<file path="src/rtl/alu_exec_unit_if.sv">
// alu_exec_unit_if: operand/control request and result bus of the execute-stage ALU.
//   in_valid, alu_ctrl, op_a, op_b : request from the upstream decoder
//   in_ready                       : unit can take a new operation
//   out_valid                      : one-cycle completion pulse
//   result, zero, overflow,
//   illegal, div_zero, hi, lo      : registered results and flags
// The master modport drives requests; the slave modport is the ALU side.
interface alu_exec_unit_if #(
  parameter int WIDTH = 32
);
  logic             in_valid;
  logic             in_ready;
  logic [3:0]       alu_ctrl;
  logic [WIDTH-1:0] op_a;
  logic [WIDTH-1:0] op_b;
  logic             out_valid;
  logic [WIDTH-1:0] result;
  logic             zero;
  logic             overflow;
  logic             illegal;
  logic             div_zero;
  logic [WIDTH-1:0] hi;
  logic [WIDTH-1:0] lo;

  modport master (
    output in_valid, alu_ctrl, op_a, op_b,
    input  in_ready, out_valid, result, zero, overflow, illegal, div_zero, hi, lo
  );

  modport slave (
    input  in_valid, alu_ctrl, op_a, op_b,
    output in_ready, out_valid, result, zero, overflow, illegal, div_zero, hi, lo
  );
endinterface

</file>
<file path="src/rtl/alu_exec_unit.sv">
// alu_exec_unit: execute-stage ALU.
//   clk  : system clock, rising edge
//   rst  : synchronous active-low reset
//   bus  : alu_exec_unit_if.slave (request handshake, result, flags, HI/LO)
// Single-cycle ops complete one cycle after acceptance. MULTU (shift-add)
// and DIVU (restoring) iterate one bit per cycle for WIDTH cycles.
//
// state  | meaning
// -------+-------------------------------------------------
// S_IDLE | ready; single-cycle ops complete from here
// S_MUL  | MULTU iterating, {acc_hi,acc_lo} = partial product
// S_DIV  | DIVU iterating, acc_hi = remainder, acc_lo = quotient
module alu_exec_unit #(
  parameter int WIDTH = 32
) (
  input logic           clk,
  input logic           rst,
  alu_exec_unit_if.slave bus
);
  localparam int CNT_W = $clog2(WIDTH + 1);

  localparam logic [3:0] OP_AND   = 4'b0000;
  localparam logic [3:0] OP_OR    = 4'b0001;
  localparam logic [3:0] OP_ADD   = 4'b0010;
  localparam logic [3:0] OP_SUB   = 4'b0110;
  localparam logic [3:0] OP_SLT   = 4'b0111;
  localparam logic [3:0] OP_MULTU = 4'b1000;
  localparam logic [3:0] OP_DIVU  = 4'b1001;
  localparam logic [3:0] OP_NOR   = 4'b1100;

  typedef enum logic [1:0] {S_IDLE, S_MUL, S_DIV} state_t;

  state_t           state_q, state_d;
  logic [CNT_W-1:0] cnt_q, cnt_d;
  logic [WIDTH-1:0] acc_hi_q, acc_hi_d, acc_lo_q, acc_lo_d;
  logic [WIDTH-1:0] opr_q, opr_d;
  logic             out_valid_q, out_valid_d;
  logic [WIDTH-1:0] result_q, result_d;
  logic             zero_q, zero_d;
  logic             overflow_q, overflow_d;
  logic             illegal_q, illegal_d;
  logic             div_zero_q, div_zero_d;
  logic [WIDTH-1:0] hi_q, hi_d, lo_q, lo_d;

  logic [WIDTH-1:0] sum_w, diff_w;
  logic [WIDTH:0]   mul_sum, div_shift;
  logic [WIDTH-1:0] div_sub;
  logic             div_ge, last_iter, slt_bit;
  logic             sc_done, sc_ovf, sc_ill;
  logic [WIDTH-1:0] sc_result;

  assign sum_w  = bus.op_a + bus.op_b;
  assign diff_w = bus.op_a - bus.op_b;
  // Signed compare from the sign bits when they differ, so an overflowing
  // subtraction cannot flip the answer.
  assign slt_bit = (bus.op_a[WIDTH-1] != bus.op_b[WIDTH-1]) ? bus.op_a[WIDTH-1]
                                                          : diff_w[WIDTH-1];

  // opr_q holds the multiplicand (MUL) or the divisor (DIV).
  assign mul_sum   = {1'b0, acc_hi_q} + {1'b0, (acc_lo_q[0] ? opr_q : '0)};
  assign div_shift = {acc_hi_q, acc_lo_q[WIDTH-1]};
  assign div_ge    = (div_shift >= {1'b0, opr_q});
  // When div_ge the true difference is below the divisor, so WIDTH bits suffice.
  assign div_sub   = div_shift[WIDTH-1:0] - opr_q;
  assign last_iter = (cnt_q == CNT_W'(WIDTH - 1));

  always_comb begin
    state_d     = state_q;
    cnt_d       = cnt_q;
    acc_hi_d    = acc_hi_q;
    acc_lo_d    = acc_lo_q;
    opr_d       = opr_q;
    out_valid_d = 1'b0;
    result_d    = result_q;
    zero_d      = zero_q;
    overflow_d  = overflow_q;
    illegal_d   = illegal_q;
    div_zero_d  = div_zero_q;
    hi_d        = hi_q;
    lo_d        = lo_q;
    sc_done     = 1'b0;
    sc_ovf      = 1'b0;
    sc_ill      = 1'b0;
    sc_result   = '0;

    case (state_q)
      S_IDLE: begin
        if (bus.in_valid) begin
          case (bus.alu_ctrl)
            OP_ADD: begin
              sc_done   = 1'b1;
              sc_result = sum_w;
              sc_ovf    = (bus.op_a[WIDTH-1] == bus.op_b[WIDTH-1]) &&
                          (sum_w[WIDTH-1] != bus.op_a[WIDTH-1]);
            end
            OP_SUB: begin
              sc_done   = 1'b1;
              sc_result = diff_w;
              sc_ovf    = (bus.op_a[WIDTH-1] != bus.op_b[WIDTH-1]) &&
                          (diff_w[WIDTH-1] != bus.op_a[WIDTH-1]);
            end
            OP_AND: begin
              sc_done   = 1'b1;
              sc_result = bus.op_a & bus.op_b;
            end
            OP_OR: begin
              sc_done   = 1'b1;
              sc_result = bus.op_a | bus.op_b;
            end
            OP_NOR: begin
              sc_done   = 1'b1;
              sc_result = ~(bus.op_a | bus.op_b);
            end
            OP_SLT: begin
              sc_done   = 1'b1;
              sc_result = {{(WIDTH-1){1'b0}}, slt_bit};
            end
            OP_MULTU: begin
              state_d  = S_MUL;
              cnt_d    = '0;
              acc_hi_d = '0;
              acc_lo_d = bus.op_b;
              opr_d    = bus.op_a;
            end
            OP_DIVU: begin
              if (bus.op_b == '0) begin
                out_valid_d = 1'b1;
                result_d    = '1;
                zero_d      = 1'b0;
                overflow_d  = 1'b0;
                illegal_d   = 1'b0;
                div_zero_d  = 1'b1;
                hi_d        = bus.op_a;
                lo_d        = '1;
              end else begin
                state_d  = S_DIV;
                cnt_d    = '0;
                acc_hi_d = '0;
                acc_lo_d = bus.op_a;
                opr_d    = bus.op_b;
              end
            end
            default: begin
              sc_done = 1'b1;
              sc_ill  = 1'b1;
            end
          endcase
        end
        if (sc_done) begin
          out_valid_d = 1'b1;
          result_d    = sc_result;
          zero_d      = (sc_result == '0);
          overflow_d  = sc_ovf;
          illegal_d   = sc_ill;
          div_zero_d  = 1'b0;
        end
      end

      S_MUL: begin
        acc_hi_d = mul_sum[WIDTH:1];
        acc_lo_d = {mul_sum[0], acc_lo_q[WIDTH-1:1]};
        cnt_d    = cnt_q + 1'b1;
        if (last_iter) begin
          state_d     = S_IDLE;
          cnt_d       = '0;
          out_valid_d = 1'b1;
          hi_d        = acc_hi_d;
          lo_d        = acc_lo_d;
          result_d    = acc_lo_d;
          zero_d      = (acc_hi_d == '0) && (acc_lo_d == '0);
          overflow_d  = 1'b0;
          illegal_d   = 1'b0;
          div_zero_d  = 1'b0;
        end
      end

      S_DIV: begin
        acc_hi_d = div_ge ? div_sub : div_shift[WIDTH-1:0];
        acc_lo_d = {acc_lo_q[WIDTH-2:0], div_ge};
        cnt_d    = cnt_q + 1'b1;
        if (last_iter) begin
          state_d     = S_IDLE;
          cnt_d       = '0;
          out_valid_d = 1'b1;
          hi_d        = acc_hi_d;
          lo_d        = acc_lo_d;
          result_d    = acc_lo_d;
          zero_d      = (acc_lo_d == '0);
          overflow_d  = 1'b0;
          illegal_d   = 1'b0;
          div_zero_d  = 1'b0;
        end
      end

      default: state_d = S_IDLE;
    endcase
  end

  always_ff @(posedge clk) begin
    if (!rst) begin
      state_q     <= S_IDLE;
      cnt_q       <= '0;
      acc_hi_q    <= '0;
      acc_lo_q    <= '0;
      opr_q       <= '0;
      out_valid_q <= 1'b0;
      result_q    <= '0;
      zero_q      <= 1'b0;
      overflow_q  <= 1'b0;
      illegal_q   <= 1'b0;
      div_zero_q  <= 1'b0;
      hi_q        <= '0;
      lo_q        <= '0;
    end else begin
      state_q     <= state_d;
      cnt_q       <= cnt_d;
      acc_hi_q    <= acc_hi_d;
      acc_lo_q    <= acc_lo_d;
      opr_q       <= opr_d;
      out_valid_q <= out_valid_d;
      result_q    <= result_d;
      zero_q      <= zero_d;
      overflow_q  <= overflow_d;
      illegal_q   <= illegal_d;
      div_zero_q  <= div_zero_d;
      hi_q        <= hi_d;
      lo_q        <= lo_d;
    end
  end

  assign bus.in_ready  = (state_q == S_IDLE);
  assign bus.out_valid = out_valid_q;
  assign bus.result    = result_q;
  assign bus.zero      = zero_q;
  assign bus.overflow  = overflow_q;
  assign bus.illegal   = illegal_q;
  assign bus.div_zero  = div_zero_q;
  assign bus.hi        = hi_q;
  assign bus.lo        = lo_q;
endmodule

</file>
<file path="src/flat_wrapper.sv">
// flat-port wrapper written by rule: the top's interface ports become plain ports
module alu_exec_unit_flat 
#(
  parameter int WIDTH = 32
)
  (clk, rst, bus_in_valid, bus_alu_ctrl, bus_op_a, bus_op_b, bus_in_ready, bus_out_valid, bus_result, bus_zero, bus_overflow, bus_illegal, bus_div_zero, bus_hi, bus_lo);
  alu_exec_unit_if #(.WIDTH(WIDTH)) bus_i ();
  input logic clk;
  input logic rst;
  input wire logic [$bits(bus_i.in_valid)-1:0] bus_in_valid;
  input wire logic [$bits(bus_i.alu_ctrl)-1:0] bus_alu_ctrl;
  input wire logic [$bits(bus_i.op_a)-1:0] bus_op_a;
  input wire logic [$bits(bus_i.op_b)-1:0] bus_op_b;
  output wire logic [$bits(bus_i.in_ready)-1:0] bus_in_ready;
  output wire logic [$bits(bus_i.out_valid)-1:0] bus_out_valid;
  output wire logic [$bits(bus_i.result)-1:0] bus_result;
  output wire logic [$bits(bus_i.zero)-1:0] bus_zero;
  output wire logic [$bits(bus_i.overflow)-1:0] bus_overflow;
  output wire logic [$bits(bus_i.illegal)-1:0] bus_illegal;
  output wire logic [$bits(bus_i.div_zero)-1:0] bus_div_zero;
  output wire logic [$bits(bus_i.hi)-1:0] bus_hi;
  output wire logic [$bits(bus_i.lo)-1:0] bus_lo;
  assign bus_i.in_valid = bus_in_valid;
  assign bus_i.alu_ctrl = bus_alu_ctrl;
  assign bus_i.op_a = bus_op_a;
  assign bus_i.op_b = bus_op_b;
  assign bus_in_ready = bus_i.in_ready;
  assign bus_out_valid = bus_i.out_valid;
  assign bus_result = bus_i.result;
  assign bus_zero = bus_i.zero;
  assign bus_overflow = bus_i.overflow;
  assign bus_illegal = bus_i.illegal;
  assign bus_div_zero = bus_i.div_zero;
  assign bus_hi = bus_i.hi;
  assign bus_lo = bus_i.lo;
  alu_exec_unit #(.WIDTH(WIDTH)) u_core (.clk(clk), .rst(rst), .bus(bus_i));
endmodule
</file>
<file path="config.mk">
export PLATFORM = sky130hd
export DESIGN_NAME = alu_exec_unit_flat
export DESIGN_NICKNAME = d
export VERILOG_FILES = /design/src/rtl/alu_exec_unit_if.sv /design/src/rtl/alu_exec_unit.sv /design/src/flat_wrapper.sv
export SDC_FILE = /design/constraint.sdc
export NUM_CORES = 1
export LEC_CHECK = 0
export BUFFER_PORTS_ARGS = -buffer_cell sky130_fd_sc_hd__buf_2
export CORE_MARGIN = 2
export CORE_UTILIZATION = 40
export CTS_CLUSTER_DIAMETER = 80
export DETAILED_ROUTE_END_ITERATION = 8
export PLACE_DENSITY_LB_ADDON = 0.25
export SYNTH_ARGS = -nofsm -noshare
export SYNTH_HDL_FRONTEND = slang
export SYNTH_SLANG_ARGS = --single-unit
</file>
<file path="constraint.sdc">
create_clock -name clk -period 9.55 [get_ports clk]
set_clock_uncertainty 0.05 [all_clocks]
set_input_delay 1.91 -clock clk [delete_from_list [all_inputs] [get_ports clk]]
set_output_delay 1.91 -clock clk [all_outputs]
set_load 0.02 [all_outputs]
</file>
==> flow_metrics.tcl <==
set metrics [dict create \
    status "complete, no violations" \
    finalHoldViolations 0 \
    yosys_warn_count 0 \
    grt_start_max_net_pins 79 \
    design.portCount 173 \
    vdd.ir_drop.worst_mv 0.157 \
    sequentialPowerShare_pct 28.0 \
    nNetsFinal 2918 \
    synthesis.instances 2610 \
    critPathMaxStageDelay_ns 0.47 \
    report.final.slew_viol_count 0 \
    worst_hold_path.num_cells 2 \
    maxClockFrequency_ghz 0.132 \
    hold_path_class "flop to flop" \
    cts_hold_repair.buffers 0 \
    layout.cells.non_filler 3292 \
    power.share.switching_pct 44.2 \
    antenna_violations_before_repair 6 \
    drt.antenna.violating_nets 0 \
    start_kind "input port" \
    htree_num_levels 1 \
    worst_slew_pin_slew_ns 1.09 \
    placedCellCount 3247 \
    core_area_um2 46600 \
    report.final.setup_viol 0 \
    timing.setup.critical_path_class "input port to flop" \
    floorplan.rows 79 \
    syn-cell-area_um2 18900 \
    synthTopCellsByArea "dfxtp_1 (22%), ha_1 (12%), a21oi_1 (7.1%)" \
    fp.dieH_um 221 \
    number_of_global_route_vias_before_repair 18900 \
    net-switching-power_mw 1.65 \
    synth_top_area_share_pct 21.7 \
    worstPathMaxFanout 12 \
    die_w_um 221 \
    place.port_buffers 172 \
    ctsRootBufferMaster "clkbuf_16" \
    clk-insertion-delay-late_ns 0.54 \
    finalWirelength_mm 82.3 \
    cts_buffers 25 \
    route.vias.total 20900 \
    drive_above_1_share_pct 11.1 \
    vias_per_cell 6.35 \
    synth-seq-cells 205 \
    place_hpwl_mm 63.5 \
    crit_path_end_kind "flop" \
    syn_nets 2861 \
    fin_setup_tns_ns 0 \
    grt_first_pass_wirelength_mm 122 \
    timing.final.crit_period_ns 7.58 \
    cts.clk_slew.worst_paths_ns 0.06 \
    dieArea_um2 49000 \
    cts_tree "built" \
    synth_seq_area_share_pct 21.7 \
    leakage_nw 8.89 \
    cp_slowest_cell "ha_1" \
    rsz0062_at_grt "no" \
    initial_utilization_pct 40.6 \
    max_cap_viol_count 0 \
    crit_arrival_ns 7.99 \
    groute.usage.overall_pct 32.1 \
    fillers 4831 \
    post_cts_buffers 0 \
    postSynth.asyncResetShare_pct 0 \
    first_pass_iters 6 \
    p_comb_share_pct 47.3 \
    congestion_overflow_gr 0 \
    clkPwrFrac_pct 24.6 \
    drc 0 \
    timing.final.crit_share_pct 79.4 \
    numClockSinks 205 \
    ys.flop_type "dfxtp_1" \
    design_internal_power_mw 2.09 \
    worstRegToRegCells 17 \
    syn_to_final_growth_pct 10.8 \
    cts_repair_resize_count 0 \
    synth_cell_type_count 94 \
    number_of_synthesized_flops_with_an_enable_pin 0 \
    yosys.area.top_type "dfxtp_1" \
    postSynthAreaPerCell_um2 7.23 \
    drt_iter0_markers 2378 \
    crit_required_ns 9.96 \
    cts_max_path_buffers 3 \
    weighted_congestion_reported_at_the_end_of_routability_driven_placement 0.999 \
    wl_per_cell_um 25.0 \
    cellPowerDensity_nw_per_um2 179 \
    slew-limit-headroom_pct 26.5 \
]
## final timing paths
check / endpoint / slack [ns] / from
setup / recovery: u_core.bus.zero$_SDFFE_PN0P_ / 1.97 / bus_op_a[4]
setup reg to reg: u_core.bus.zero$_SDFFE_PN0P_ / 4.25 / u_core.acc_lo_q[0]$_SDFFE_PN0P_
hold / removal: u_core.bus.result[27]$_SDFFE_PN0P_ / 0.40 / u_core.bus.result[27]$_SDFFE_PN0P_
hold reg to reg: u_core.bus.result[27]$_SDFFE_PN0P_ / 0.40 / u_core.bus.result[27]$_SDFFE_PN0P_
## metrics by stage
| step | worst slack, ns | power [mW] | hold slack, ns | utilization, % | area [um^2] |
|---|---|---|---|---|---|
| 4_1_cts | 2.18 | 3.71 | 0.404 | 44.9 | 20900 |
| 6_report | 1.97 | 3.74 | 0.397 | 44.9 | 20900 |
| 3_3_place_gp | 1.84 | 2.76 | 0.390 | 43.3 | 20100 |
| 2_1_floorplan | 2.88 | 2.24 | 0.399 | - | 18900 |
| 5_1_grt | 1.65 | 3.93 | 0.432 | 44.9 | 20900 |
| 3_5_place_dp | 1.66 | 2.78 | 0.397 | 43.3 | 20100 |
## worst max-delay path, delay by kind of cell
kind / cells / cell delay (ns)
compound gates: 14 / 3.00
fa+ha+maj: 2 / 0.84
buf+inv: 3 / 0.51
simple gates: 9 / 1.72
## cell usage in the layout (no fill, tap or decap), drive strengths merged, types with 12 or more instances in the layout
cell type    n
o21a        21
nand2      202
a22oi       12
a211o       12
o21bai      18
nand2b      33
a221oi      45
a211oi      81
a21o        46
nor3        54
nand3       63
a221o       17
ha         175
or3         16
o21ai      205
clkbuf      32
buf        207
xnor2       33
and2        47
nor4        38
inv        154
mux2i       31
nor2       279
and3        15
a31oi       21
nand4       24
o211ai      65
nor2b       19
xor2        29
o31ai       15
dfxtp      205
a21oi      268
## cell type report
class                   count  area, um^2  area share, %
diodes                      2        5.00         0.0239
well taps                 607         759           3.63
multi-input cells        2075       13600           64.9
clock inverters            11        95.1          0.455
clock buffers              32         682           3.26
flip-flops and latches    205        4100           19.6
repair buffers            207        1120           5.37
inverters                 153         578           2.76
## power groups by stage
stage	logic, mW	clock network, mW	registers [mW]
2_1_floorplan	1.14	0	1.10
3_3_place_gp	1.70	0	1.06
3_5_place_dp	1.71	0	1.06
4_1_cts	1.73	0.933	1.05
5_1_grt	1.90	0.972	1.06
6_report	1.77	0.923	1.05
## cells in the mapped netlist, types with 16 or more instances
cell type / n
nor2_1: 279
nor4_1: 38
a211oi_1: 80
nor2b_1: 18
o21a_1: 21
o211ai_1: 65
dfxtp_1: 205
or3_1: 16
clkbuf_1: 160
mux2i_1: 31
a221oi_1: 45
xor2_1: 29
nand3_1: 63
nand4_1: 24
o21bai_1: 18
nand2_1: 202
o21ai_0: 202
nand2b_1: 33
a31oi_1: 21
a21o_1: 45
a221o_1: 17
a21oi_1: 268
nor3_1: 54
inv_1: 153
ha_1: 175
xnor2_1: 33
and2_1: 47
## layer usage
metal  global-route usage, %  share of wire (%)
met5                       0              0.049
met4                    14.1                4.8
met3                    5.78                9.2
met2                    46.4                 41
met1                    46.1                 45
## state kept, by name, summed over array words and instances, names as in the netlist
register              cells
u_core.bus.lo            32
u_core.bus.illegal        1
u_core.state_q            2
u_core.acc_hi_q          32
u_core.bus.result        32
u_core.bus.div_zero       1
u_core.bus.overflow       1
u_core.bus.hi            32
u_core.bus.zero           1
u_core.opr_q             32
u_core.acc_lo_q          32
u_core.cnt_q              6
u_core.bus.out_valid      1
## kinds of logic after synthesis
kind of cell	synth area share, %
compound gates	33.1
simple gates	21.7
buf+inv	6.76
flops	21.7
fa+ha+maj	12.1
xor+xnor	2.88
mux	1.76
(Power assumes the default switching activity.)
